--- src/rtl/reset_sequencer_pkg.sv ---
// Shared definitions for the reset sequencer slice: FSM state encodings,
// synchronizer depth and small constant helpers for parameter sizing.
`timescale 1ns/1ps
package reset_sequencer_pkg;

    // FSM state encodings shared by every reset sequencer instance
    typedef enum logic [1:0] {
        ST_HOLD = 2'd0,
        ST_SEQ  = 2'd1,
        ST_RUN  = 2'd2
    } seq_state_e;

    // Number of flops in the async-assert / sync-release synchronizer
    localparam int SYNC_DEPTH = 2;

    // Larger of two integers, used to size the shared gap/hold counter
    function automatic int max_int(input int a, input int b);
        return (a > b) ? a : b;
    endfunction

    // Index width for n entries, never narrower than one bit
    function automatic int idx_width(input int n);
        return (n > 1) ? $clog2(n) : 1;
    endfunction

endpackage

--- src/rtl/reset_sync.sv ---
// Asynchronous-assert, synchronous-release reset synchronizer.
// The output drops the moment rstn_async falls and rises only after
// DEPTH clean clock edges with rstn_async high.
`timescale 1ns/1ps
module reset_sync
    import reset_sequencer_pkg::*;
#(
    parameter int DEPTH = SYNC_DEPTH
) (
    input  logic clk,
    input  logic rstn_async,
    output logic rstn_sync
);

    logic [DEPTH-1:0] sync_r;

    // Shift ones in after release; clear the whole chain immediately on assert
    always_ff @(posedge clk or negedge rstn_async) begin
        if (!rstn_async) begin
            sync_r <= {DEPTH{1'b0}};
        end else begin
            sync_r <= {sync_r[DEPTH-2:0], 1'b1};
        end
    end

    assign rstn_sync = sync_r[DEPTH-1];

endmodule

--- src/rtl/reset_sequencer.sv ---
// Releases N_DOM downstream reset domains one at a time, GAP_CYC cycles
// apart, after the board reset or after a software reset request.
// Outputs assert asynchronously with rstn and deassert synchronously.
`timescale 1ns/1ps
module reset_sequencer
    import reset_sequencer_pkg::*;
#(
    parameter int N_DOM    = 4,
    parameter int GAP_CYC  = 8,
    parameter int HOLD_CYC = 16
) (
    input  logic             clk,
    input  logic             rstn,
    input  logic             sw_rst_req,
    output logic [N_DOM-1:0] dom_rstn,
    output logic             rst_done,
    output logic             busy
);

    localparam int CW = $clog2(max_int(GAP_CYC, HOLD_CYC) + 1);
    localparam int IW = idx_width(N_DOM);

    // Releasing happens on the edge where the counter has already spent
    // GAP_CYC-1 cycles in SEQ, so each domain is GAP_CYC edges after the last.
    localparam logic [CW-1:0] GAP_LAST  = CW'(GAP_CYC - 1);
    localparam logic [CW-1:0] HOLD_LAST = CW'(HOLD_CYC);
    localparam logic [CW-1:0] CNT_MAX   = {CW{1'b1}};
    localparam logic [IW-1:0] IDX_LAST  = IW'(N_DOM - 1);

    logic             rstn_s;
    seq_state_e       state_r;
    logic [CW-1:0]    cnt_r;
    logic [IW-1:0]    idx_r;
    logic [N_DOM-1:0] dom_rstn_r;
    logic             rst_done_r;
    logic             busy_r;
    logic             por_skip_r;
    logic [N_DOM-1:0] release_mask_s;

    reset_sync #(
        .DEPTH      (SYNC_DEPTH)
    ) u_reset_sync (
        .clk        (clk),
        .rstn_async (rstn),
        .rstn_sync  (rstn_s)
    );

    assign release_mask_s = N_DOM'(1) << idx_r;

    // Sequencing FSM with registered domain resets, done and busy flags
    always_ff @(posedge clk or negedge rstn_s) begin
        if (!rstn_s) begin
            state_r    <= ST_HOLD;
            cnt_r      <= {CW{1'b0}};
            idx_r      <= {IW{1'b0}};
            dom_rstn_r <= {N_DOM{1'b0}};
            rst_done_r <= 1'b0;
            busy_r     <= 1'b1;
            // After a board reset the hold phase is skipped entirely
            por_skip_r <= 1'b1;
        end else if (sw_rst_req) begin
            state_r    <= ST_HOLD;
            cnt_r      <= {CW{1'b0}};
            idx_r      <= {IW{1'b0}};
            dom_rstn_r <= {N_DOM{1'b0}};
            rst_done_r <= 1'b0;
            busy_r     <= 1'b1;
            por_skip_r <= 1'b0;
        end else begin
            case (state_r)
                ST_HOLD: begin
                    dom_rstn_r <= {N_DOM{1'b0}};
                    rst_done_r <= 1'b0;
                    busy_r     <= 1'b1;
                    if (por_skip_r || (cnt_r == HOLD_LAST)) begin
                        state_r    <= ST_SEQ;
                        cnt_r      <= {CW{1'b0}};
                        idx_r      <= {IW{1'b0}};
                        por_skip_r <= 1'b0;
                    end else if (cnt_r != CNT_MAX) begin
                        cnt_r <= cnt_r + CW'(1);
                    end else begin
                        cnt_r <= cnt_r;
                    end
                end
                ST_SEQ: begin
                    rst_done_r <= 1'b0;
                    busy_r     <= 1'b1;
                    if (cnt_r == GAP_LAST) begin
                        dom_rstn_r <= dom_rstn_r | release_mask_s;
                        cnt_r      <= {CW{1'b0}};
                        if (idx_r == IDX_LAST) begin
                            state_r    <= ST_RUN;
                            idx_r      <= {IW{1'b0}};
                            rst_done_r <= 1'b1;
                            busy_r     <= 1'b0;
                        end else begin
                            idx_r <= idx_r + IW'(1);
                        end
                    end else if (cnt_r != CNT_MAX) begin
                        cnt_r <= cnt_r + CW'(1);
                    end else begin
                        cnt_r <= cnt_r;
                    end
                end
                ST_RUN: begin
                    dom_rstn_r <= {N_DOM{1'b1}};
                    rst_done_r <= 1'b1;
                    busy_r     <= 1'b0;
                    cnt_r      <= {CW{1'b0}};
                end
                default: begin
                    // Unreachable encoding: fall back to a full, safe re-sequence
                    state_r    <= ST_HOLD;
                    cnt_r      <= {CW{1'b0}};
                    idx_r      <= {IW{1'b0}};
                    dom_rstn_r <= {N_DOM{1'b0}};
                    rst_done_r <= 1'b0;
                    busy_r     <= 1'b1;
                    por_skip_r <= 1'b0;
                end
            endcase
        end
    end

    assign dom_rstn = dom_rstn_r;
    assign rst_done = rst_done_r;
    assign busy     = busy_r;

endmodule
--- config.mk ---
export PLATFORM = sky130hd
export DESIGN_NAME = reset_sequencer
export DESIGN_NICKNAME = d
export VERILOG_FILES = /design/src/rtl/reset_sequencer_pkg.sv /design/src/rtl/reset_sync.sv /design/src/rtl/reset_sequencer.sv
export SDC_FILE = /design/constraint.sdc
export NUM_CORES = 1
export LEC_CHECK = 0
export CORE_ASPECT_RATIO = 0.6
export CORE_MARGIN = 1
export CORE_UTILIZATION = 35
export DETAILED_ROUTE_END_ITERATION = 8
export GPL_TIMING_DRIVEN = 0
export HOLD_SLACK_MARGIN = 0.05
export PLACE_DENSITY = 0.55
export SYNTH_ARGS = -nofsm -noshare
export SYNTH_HDL_FRONTEND = slang
export SYNTH_HIERARCHICAL = 1
export SYNTH_SLANG_ARGS = --single-unit
export TNS_END_PERCENT = 50
--- constraint.sdc ---
create_clock -name clk -period 0.8 [get_ports clk]
set_input_delay 0.08 -clock clk [delete_from_list [all_inputs] [get_ports clk]]
set_output_delay 0.08 -clock clk [all_outputs]
set_load 0.005 [all_outputs]
==> impl_metrics.prom, run 1 <==
# TYPE chip_impl_metric gauge
chip_impl_metric{name="min_period",unit="ns"} 1.567
chip_impl_info{name="startpoint_type",value="flip-flop"} 1
chip_impl_metric{name="die_h",unit="um"} 43.06
chip_impl_info{name="hold_path.class",value="primary input to flip-flop"} 1
chip_impl_metric{name="cp_max_fo",unit=""} 3
chip_impl_metric{name="coreArea",unit="um^2"} 2575
chip_impl_info{name="yosys-top-cells-area",value="sky130_fd_sc_hd__dfrtp_1 41%, sky130_fd_sc_hd__ha_1 13%, sky130_fd_sc_hd__dfstp_2 5.3%"} 1
chip_impl_metric{name="ys.warnings.count",unit=""} 6
chip_impl_metric{name="die-width",unit="um"} 70.43
chip_impl_metric{name="finalInstanceArea",unit="um^2"} 1370
chip_impl_metric{name="cell_area_after_synthesis",unit="um^2"} 983.4
chip_impl_metric{name="antenna_found_initial",unit=""} 0
chip_impl_metric{name="reg2reg_depth",unit=""} 6
chip_impl_info{name="setup_repair_after_global_routing_missed_its_margin",value="true"} 1
chip_impl_info{name="critPathKind",value="flip-flop to flip-flop"} 1
chip_impl_metric{name="max_freq",unit="MHz"} 638.0
chip_impl_info{name="violations",value="negative setup slack"} 1
chip_impl_metric{name="num-fill-cells",unit=""} 234
chip_impl_metric{name="global_routing_usage_summed_across_all_routing_layers",unit="%"} 15.42
chip_impl_metric{name="postSynth.asyncResetShare",unit="%"} 100.0
chip_impl_metric{name="grt_pass1_vias",unit=""} 706
chip_impl_info{name="tritoncts",value="yes"} 1
chip_impl_metric{name="tns",unit="ns"} -9.688
chip_impl_metric{name="vias_per_cell",unit=""} 4.880
chip_impl_metric{name="synth_seq_area_share",unit="%"} 46.06
chip_impl_metric{name="synth.distinct_cells",unit=""} 32
chip_impl_metric{name="nets",unit=""} 133
chip_impl_metric{name="grt_pass1_wl",unit="mm"} 3.387
chip_impl_metric{name="worst_ir_drop_vdd",unit="mV"} 0.9524
chip_impl_metric{name="placedInstanceArea",unit="um^2"} 1145
chip_impl_metric{name="port_buffers",unit=""} 7
chip_impl_metric{name="hold_worst_slack",unit="ns"} 0.1632
chip_impl_metric{name="antenna_left",unit=""} 0
chip_impl_metric{name="cap_violations",unit=""} 0
chip_impl_info{name="clockRootBuffer",value="sky130_fd_sc_hd__clkbuf_8"} 1
chip_impl_metric{name="die_area",unit="um^2"} 3033
chip_impl_metric{name="setup_violations",unit=""} 21
chip_impl_metric{name="drc_errors",unit=""} 0
chip_impl_info{name="yosysMostFrequentCell",value="sky130_fd_sc_hd__dfrtp_1"} 1
chip_impl_metric{name="clk_path_buf_depth",unit=""} 2
chip_impl_metric{name="synth.ff_latch_count",unit=""} 18
chip_impl_metric{name="dp_slack",unit="ns"} -0.8226
chip_impl_metric{name="clkTransAtPathRegs",unit="ns"} 0.07
chip_impl_info{name="netlist.top_cell.by_area",value="sky130_fd_sc_hd__dfrtp_1"} 1
chip_impl_metric{name="timing_hold_violations_final",unit=""} 0
chip_impl_metric{name="hold_depth",unit=""} 2
chip_impl_metric{name="postLayoutSetupSlackWorst",unit="ns"} -0.7673
chip_impl_metric{name="number_of_violations_reported_at_the_end_of_detailed_routing_iteration_0",unit=""} 35
chip_impl_info{name="crit_path_end_kind",value="flip-flop"} 1
chip_impl_metric{name="final_max_slew_viol_count",unit=""} 0
chip_impl_metric{name="avgSynthCellArea",unit="um^2"} 10.93
chip_impl_metric{name="num_io_pins",unit=""} 9
chip_impl_info{name="post_synth_most_frequent_cells",value="16 x sky130_fd_sc_hd__dfrtp_1, 10 x sky130_fd_sc_hd__ha_1, 9 x sky130_fd_sc_hd__nor2_1"} 1
chip_impl_metric{name="totalWireLength",unit="mm"} 2.085
chip_impl_metric{name="tritoncts.num_buffers",unit=""} 3
chip_impl_metric{name="grt_overflow",unit=""} 0
chip_impl_metric{name="post-dp-hpwl",unit="mm"} 1.374
chip_impl_metric{name="diodes_inserted",unit=""} 0
chip_impl_metric{name="placer_s_final_routability_congestion_estimate",unit=""} 0.7551
chip_impl_metric{name="area_delta_synth_final",unit="%"} 39.31
chip_impl_metric{name="initial_utilization",unit="%"} 38.19
chip_impl_metric{name="share_of_the_cycle_needed_by_the_critical_path_after_routing",unit="%"} 195.9
chip_impl_metric{name="worstSkewPairLatency",unit="ns"} 0.25
chip_impl_metric{name="critical_path_arrival",unit="ns"} 1.71
chip_impl_metric{name="avgRoutedWirePerCell",unit="um"} 13.90
chip_impl_metric{name="placementRows",unit=""} 14
chip_impl_metric{name="dr.pass1.iters",unit=""} 4
chip_impl_metric{name="clock_tree.htree_level_count",unit=""} 1
chip_impl_metric{name="worst-endpoint-required",unit="ns"} 0.94
chip_impl_metric{name="clock_skew",unit="ns"} 0.002460
chip_impl_metric{name="pin_count_of_the_biggest_net_entering_global_routing",unit=""} 17
chip_impl_metric{name="yosys.area.top_type_share",unit="%"} 40.71
chip_impl_metric{name="synthCells",unit=""} 90
chip_impl_metric{name="final_layout_size_suffix_gt1_share",unit="%"} 45.76
chip_impl_info{name="status",value="finished with violations"} 1
chip_impl_metric{name="power_per_cell_area",unit="nW/um^2"} 2469
chip_impl_metric{name="p_leak",unit="nW"} 0.6037
chip_impl_metric{name="number_of_flops_mapped_to_enable_cells_by_yosys",unit=""} 0
chip_impl_info{name="synth-main-ff-cell",value="sky130_fd_sc_hd__dfrtp_1"} 1
chip_impl_metric{name="routed-via-count",unit=""} 732
chip_impl_metric{name="postSynthNetCount",unit=""} 103
chip_impl_metric{name="cts.sink_count",unit=""} 18
==> layout by cell type (no fill, tap or decap), types with 2 or more instances in the layout <==
cell type                   n
sky130_fd_sc_hd__inv_2      2
sky130_fd_sc_hd__o21a_1     7
sky130_fd_sc_hd__inv_1      5
sky130_fd_sc_hd__nor2_2     2
sky130_fd_sc_hd__buf_2      2
sky130_fd_sc_hd__clkbuf_2   5
sky130_fd_sc_hd__clkbuf_8   3
sky130_fd_sc_hd__nand2b_1   3
sky130_fd_sc_hd__a21oi_1    5
sky130_fd_sc_hd__o21ai_0    2
sky130_fd_sc_hd__dfstp_2    2
sky130_fd_sc_hd__nor2_1     7
sky130_fd_sc_hd__dfrtp_1   15
sky130_fd_sc_hd__buf_6      2
sky130_fd_sc_hd__buf_4     15
sky130_fd_sc_hd__ha_2       2
sky130_fd_sc_hd__nand2b_4   3
sky130_fd_sc_hd__xnor2_1    2
sky130_fd_sc_hd__ha_4       5
sky130_fd_sc_hd__ha_1       3
==> critical path: stages (launching register included) <==
cell and delay, ns:
sky130_fd_sc_hd__dfrtp_1 0.41, sky130_fd_sc_hd__inv_2 0.12, sky130_fd_sc_hd__ha_4 0.15, sky130_fd_sc_hd__nand2b_4 0.06
sky130_fd_sc_hd__o31a_4 0.36, sky130_fd_sc_hd__nand2_4 0.07, sky130_fd_sc_hd__mux2_4 0.29
==> per-layer routing <==
metal | vias up | GRT usage, % | part of all wire (%)
li1 | 362 | - | -
met1 | 360 | 21.49 | 53
met2 | 8 | 22.48 | 43
met3 | 2 | 5.938 | 3.9
met4 | 0 | 3.600 | 0.48
met5 | - | 0 | 0
==> path summary, 6_finish.rpt <==
check	startpoint	endpoint	slack (ns)
max in group asynchronous	rstn	u_reset_sync/sync_r[1]	0.14
setup reg to reg	state_r[1]	idx_r[0]	-0.77
setup / recovery	state_r[1]	idx_r[0]	-0.77
hold / removal	sw_rst_req	busy	0.16
hold reg to reg	u_reset_sync/sync_r[1]	state_r[1]	0.18
min in group asynchronous	u_reset_sync/sync_r[1]	state_r[1]	0.18
==> where the power goes <==
group	switching, mW	internal (mW)
logic	0.682	0.870
clock network	0.309	0.335
registers	0.146	1.04
==> through the flow <==
stage	power, mW	util [%]	instances
global route	3.612	53.21	150
CTS	3.212	51.75	145
finish	3.383	53.21	150
floorplan	1.991	-	90
global placement	2.230	44.46	129
detailed placement	2.251	44.46	129
==> flip-flops by register name (all words and copies together), names as in the netlist <==
register,cells
state_r,2
busy,1
u_reset_sync/sync_r,2
cnt_r,5
dom_rstn,4
rst_done,1
idx_r,2
por_skip_r,1
==> cell type report <==
type / instances / area [um^2] / area share (%)
Multi-Input combinational cell: 63 / 611.8 / 44.66
Clock buffer: 3 / 41.29 / 3.014
Tap cell: 32 / 40.04 / 2.922
Inverter: 8 / 32.53 / 2.374
Sequential cell: 18 / 454.2 / 33.15
Buffer: 1 / 5.005 / 0.3653
Timing Repair Buffer: 25 / 185.2 / 13.52
==> what timing repair did <==
item                                    in CTS  in global routing
hold buffers                                 1                  0
gates cloned                                 0                  0
pin swaps                                    6                  4
gates resized for setup                     25                 12
setup buffers                               12                  5
endpoints found under the setup margin      22                 37
hold endpoints to repair                     2                  0
==> cell families after synthesis <==
kind of cell             count (synthesis)  synth area share [%]
other                                    1                0.3813
XOR/XNOR                                 3                 2.672
buffers and inverters                    9                 3.562
AO/OA/AOI/OAI                           23                 16.80
multiplexers                             2                 2.544
adder cells (fa/ha/maj)                 10                 12.72
AND/OR/NAND/NOR                         24                 15.27
flip-flops                              18                 46.06
(Power assumes the default switching activity.)
==> inputs of run 2 (changes only) <==
TNS_END_PERCENT = unset   (was 50)
==> impl_metrics.prom, run 2 (synthesized netlist as in run 1, its figures left out) <==
# TYPE chip_impl_metric gauge
chip_impl_info{name="setup_repair_after_global_routing_missed_its_margin",value="true"} 1
chip_impl_metric{name="hold_worst_slack",unit="ns"} 0.1499
chip_impl_metric{name="totalWireLength",unit="mm"} 2.108
chip_impl_metric{name="timing_hold_violations_final",unit=""} 0
chip_impl_info{name="startpoint_type",value="flip-flop"} 1
chip_impl_metric{name="clock_tree.htree_level_count",unit=""} 1
chip_impl_metric{name="clock_skew",unit="ns"} 0.003692
chip_impl_metric{name="reg2reg_setup_slack",unit="ns"} -0.77
chip_impl_metric{name="die_area",unit="um^2"} 3033
chip_impl_metric{name="drc_errors",unit=""} 0
chip_impl_info{name="leading_cell_type_in_the_layout_fill_and_taps_excluded",value="sky130_fd_sc_hd__buf_4"} 1
chip_impl_metric{name="area_delta_synth_final",unit="%"} 39.82
chip_impl_metric{name="routed-via-count",unit=""} 754
chip_impl_metric{name="cts.sink_count",unit=""} 18
chip_impl_metric{name="vias_per_cell",unit=""} 4.993
chip_impl_info{name="mostFrequentLayoutCells",value="14 x sky130_fd_sc_hd__buf_4, 13 x sky130_fd_sc_hd__dfrtp_1, 8 x sky130_fd_sc_hd__nor2_1, 7 x sky130_fd_sc_hd__o21a_1, 6 x sky130_fd_sc_hd__buf_2"} 1
chip_impl_info{name="worstReg2RegEnd",value="idx_r[0]"} 1
chip_impl_info{name="crit_path_end_kind",value="flip-flop"} 1
chip_impl_metric{name="reg2reg_depth",unit=""} 6
chip_impl_info{name="violations",value="negative setup slack"} 1
chip_impl_metric{name="worst-endpoint-required",unit="ns"} 0.94
chip_impl_metric{name="max_freq",unit="MHz"} 636.9
chip_impl_metric{name="initial_utilization",unit="%"} 38.19
chip_impl_info{name="hold_path.class",value="primary input to flip-flop"} 1
chip_impl_metric{name="critical_path_arrival",unit="ns"} 1.71
chip_impl_info{name="critPathKind",value="flip-flop to flip-flop"} 1
chip_impl_metric{name="max_ffs_per_register",unit=""} 5
chip_impl_metric{name="number_of_violations_reported_at_the_end_of_detailed_routing_iteration_0",unit=""} 39
chip_impl_metric{name="clkTransAtPathRegs",unit="ns"} 0.07
chip_impl_metric{name="pin_count_of_the_biggest_net_entering_global_routing",unit=""} 17
chip_impl_metric{name="final_layout_size_suffix_gt1_share",unit="%"} 46.22
chip_impl_metric{name="placedInstanceArea",unit="um^2"} 1150
chip_impl_metric{name="avgRoutedWirePerCell",unit="um"} 13.96
chip_impl_metric{name="post-dp-hpwl",unit="mm"} 1.346
chip_impl_info{name="min_from",value="sw_rst_req"} 1
chip_impl_metric{name="min_period",unit="ns"} 1.570
chip_impl_metric{name="grt_pass1_wl",unit="mm"} 3.546
chip_impl_metric{name="share_of_the_cycle_needed_by_the_critical_path_after_routing",unit="%"} 196.3
chip_impl_metric{name="cap_violations",unit=""} 0
chip_impl_metric{name="port_buffers",unit=""} 7
chip_impl_metric{name="power_per_cell_area",unit="nW/um^2"} 2431
chip_impl_metric{name="dp_slack",unit="ns"} -0.7965
chip_impl_metric{name="nets",unit=""} 134
chip_impl_metric{name="antenna_left",unit=""} 0
chip_impl_metric{name="placer_s_final_routability_congestion_estimate",unit=""} 0.7586
chip_impl_metric{name="global_routing_usage_summed_across_all_routing_layers",unit="%"} 15.64
chip_impl_metric{name="grt_pass1_vias",unit=""} 731
chip_impl_metric{name="finalInstanceArea",unit="um^2"} 1375
chip_impl_metric{name="antenna_found_initial",unit=""} 0
chip_impl_metric{name="placementRows",unit=""} 14
chip_impl_metric{name="coreArea",unit="um^2"} 2575
chip_impl_metric{name="hold_depth",unit=""} 2
chip_impl_info{name="r2r_start",value="state_r[1]"} 1
chip_impl_info{name="registers.top_by_ff_count",value="cnt_r"} 1
chip_impl_metric{name="postLayoutSetupSlackWorst",unit="ns"} -0.7701
chip_impl_metric{name="final_max_slew_viol_count",unit=""} 0
chip_impl_info{name="clockRootBuffer",value="sky130_fd_sc_hd__clkbuf_8"} 1
chip_impl_metric{name="tritoncts.num_buffers",unit=""} 3
chip_impl_metric{name="cp_max_fo",unit=""} 4
chip_impl_metric{name="setup_violations",unit=""} 22
chip_impl_metric{name="worst_ir_drop_vdd",unit="mV"} 1.270
chip_impl_metric{name="die-width",unit="um"} 70.43
chip_impl_metric{name="diodes_inserted",unit=""} 0
chip_impl_info{name="hold-path-endpoint",value="busy"} 1
chip_impl_metric{name="num_io_pins",unit=""} 9
chip_impl_metric{name="die_h",unit="um"} 43.06
chip_impl_metric{name="dr.pass1.iters",unit=""} 5
chip_impl_metric{name="p_leak",unit="nW"} 0.6225
chip_impl_info{name="tritoncts",value="yes"} 1
chip_impl_metric{name="clk_path_buf_depth",unit=""} 2
chip_impl_info{name="status",value="finished with violations"} 1
chip_impl_metric{name="grt_overflow",unit=""} 0
chip_impl_metric{name="worstSkewPairLatency",unit="ns"} 0.25
[run 2: cell types whose count changed in the layout (fill, tap and decap cells not counted), sizes merged]
cell and change:
clkbuf -5, buf +6
[run 2: metrics by stage]
stage | instances | TNS (ns) | utilization, % | total power [mW]
global placement | 129 | -9.939 | 44.66 | 2.233
finish | 151 | -9.634 | 53.40 | 3.343
CTS | 145 | -9.202 | 50.34 | 3.192
detailed placement | 129 | -10.10 | 44.66 | 2.252
global route | 151 | -10.96 | 53.40 | 3.583
floorplan | 90 | -7.542 | - | 1.995
[run 2: how the worst max path moves through the flow]
stage | cells past startpoint | endpoint | startpoint | slack, ns
after floorplan | 6 | idx_r[0] | state_r[0] | -0.71
after global placement | 6 | idx_r[0] | state_r[0] | -0.78
after detailed placement | 6 | idx_r[0] | cnt_r[0] | -0.80
after CTS | 6 | idx_r[0] | cnt_r[1] | -0.77
after global routing | 6 | idx_r[0] | state_r[1] | -0.81
final | 6 | idx_r[0] | state_r[1] | -0.77
[run 2: what timing repair did]
action / 4_1_cts / 5_1_grt
hold buffers: 1 / 0
setup buffers: 12 / 6
endpoints found under the setup margin: 22 / 22
resized for setup: 34 / 10
hold endpoints to repair: 2 / 0
pin swaps: 6 / 8
gates cloned: 0 / 0
[run 2: routing by layer]
layer	up-vias	global-route usage (%)	share of wire (%)
li1	368	-	-
met1	366	22.07	50
met2	20	22.48	44
met3	0	5.938	5.6
met4	0	3.600	0
met5	-	0	0
[run 2: critical path: stages (launching register included)]
cell and delay, ns:
sky130_fd_sc_hd__dfrtp_1 0.41, sky130_fd_sc_hd__inv_2 0.12, sky130_fd_sc_hd__ha_4 0.15, sky130_fd_sc_hd__nand2b_4 0.06, sky130_fd_sc_hd__o31a_4 0.36, sky130_fd_sc_hd__nand2_4 0.07
sky130_fd_sc_hd__mux2_4 0.29
[run 2: where the power goes]
part / internal [mW] / total (mW) / switching, mW / leakage, nW
Sequential: 1.05 / 1.16 / 0.119 / 0.231
Combinational: 0.846 / 1.56 / 0.710 / 0.370
Clock: 0.334 / 0.624 / 0.290 / 0.0216
Total: 2.23 / 3.34 / 1.12 / 0.623
[run 2: layout make-up]
class	count	area, um^2
fillers	226	1200
multi-input cells	63	595.6
flip-flops and latches	18	456.7
repair buffers	26	206.4
clock buffers	3	41.29
well taps	32	40.04
inverters	8	30.03
plain buffers	1	5.005
==> inputs of run 3 (changes only) <==
CTS_BUF_LIST = sky130_fd_sc_hd__clkbuf_8   (was unset)
==> results of run 3 <==
No change in the layout: final DEF, timing and power equal those of run 2.
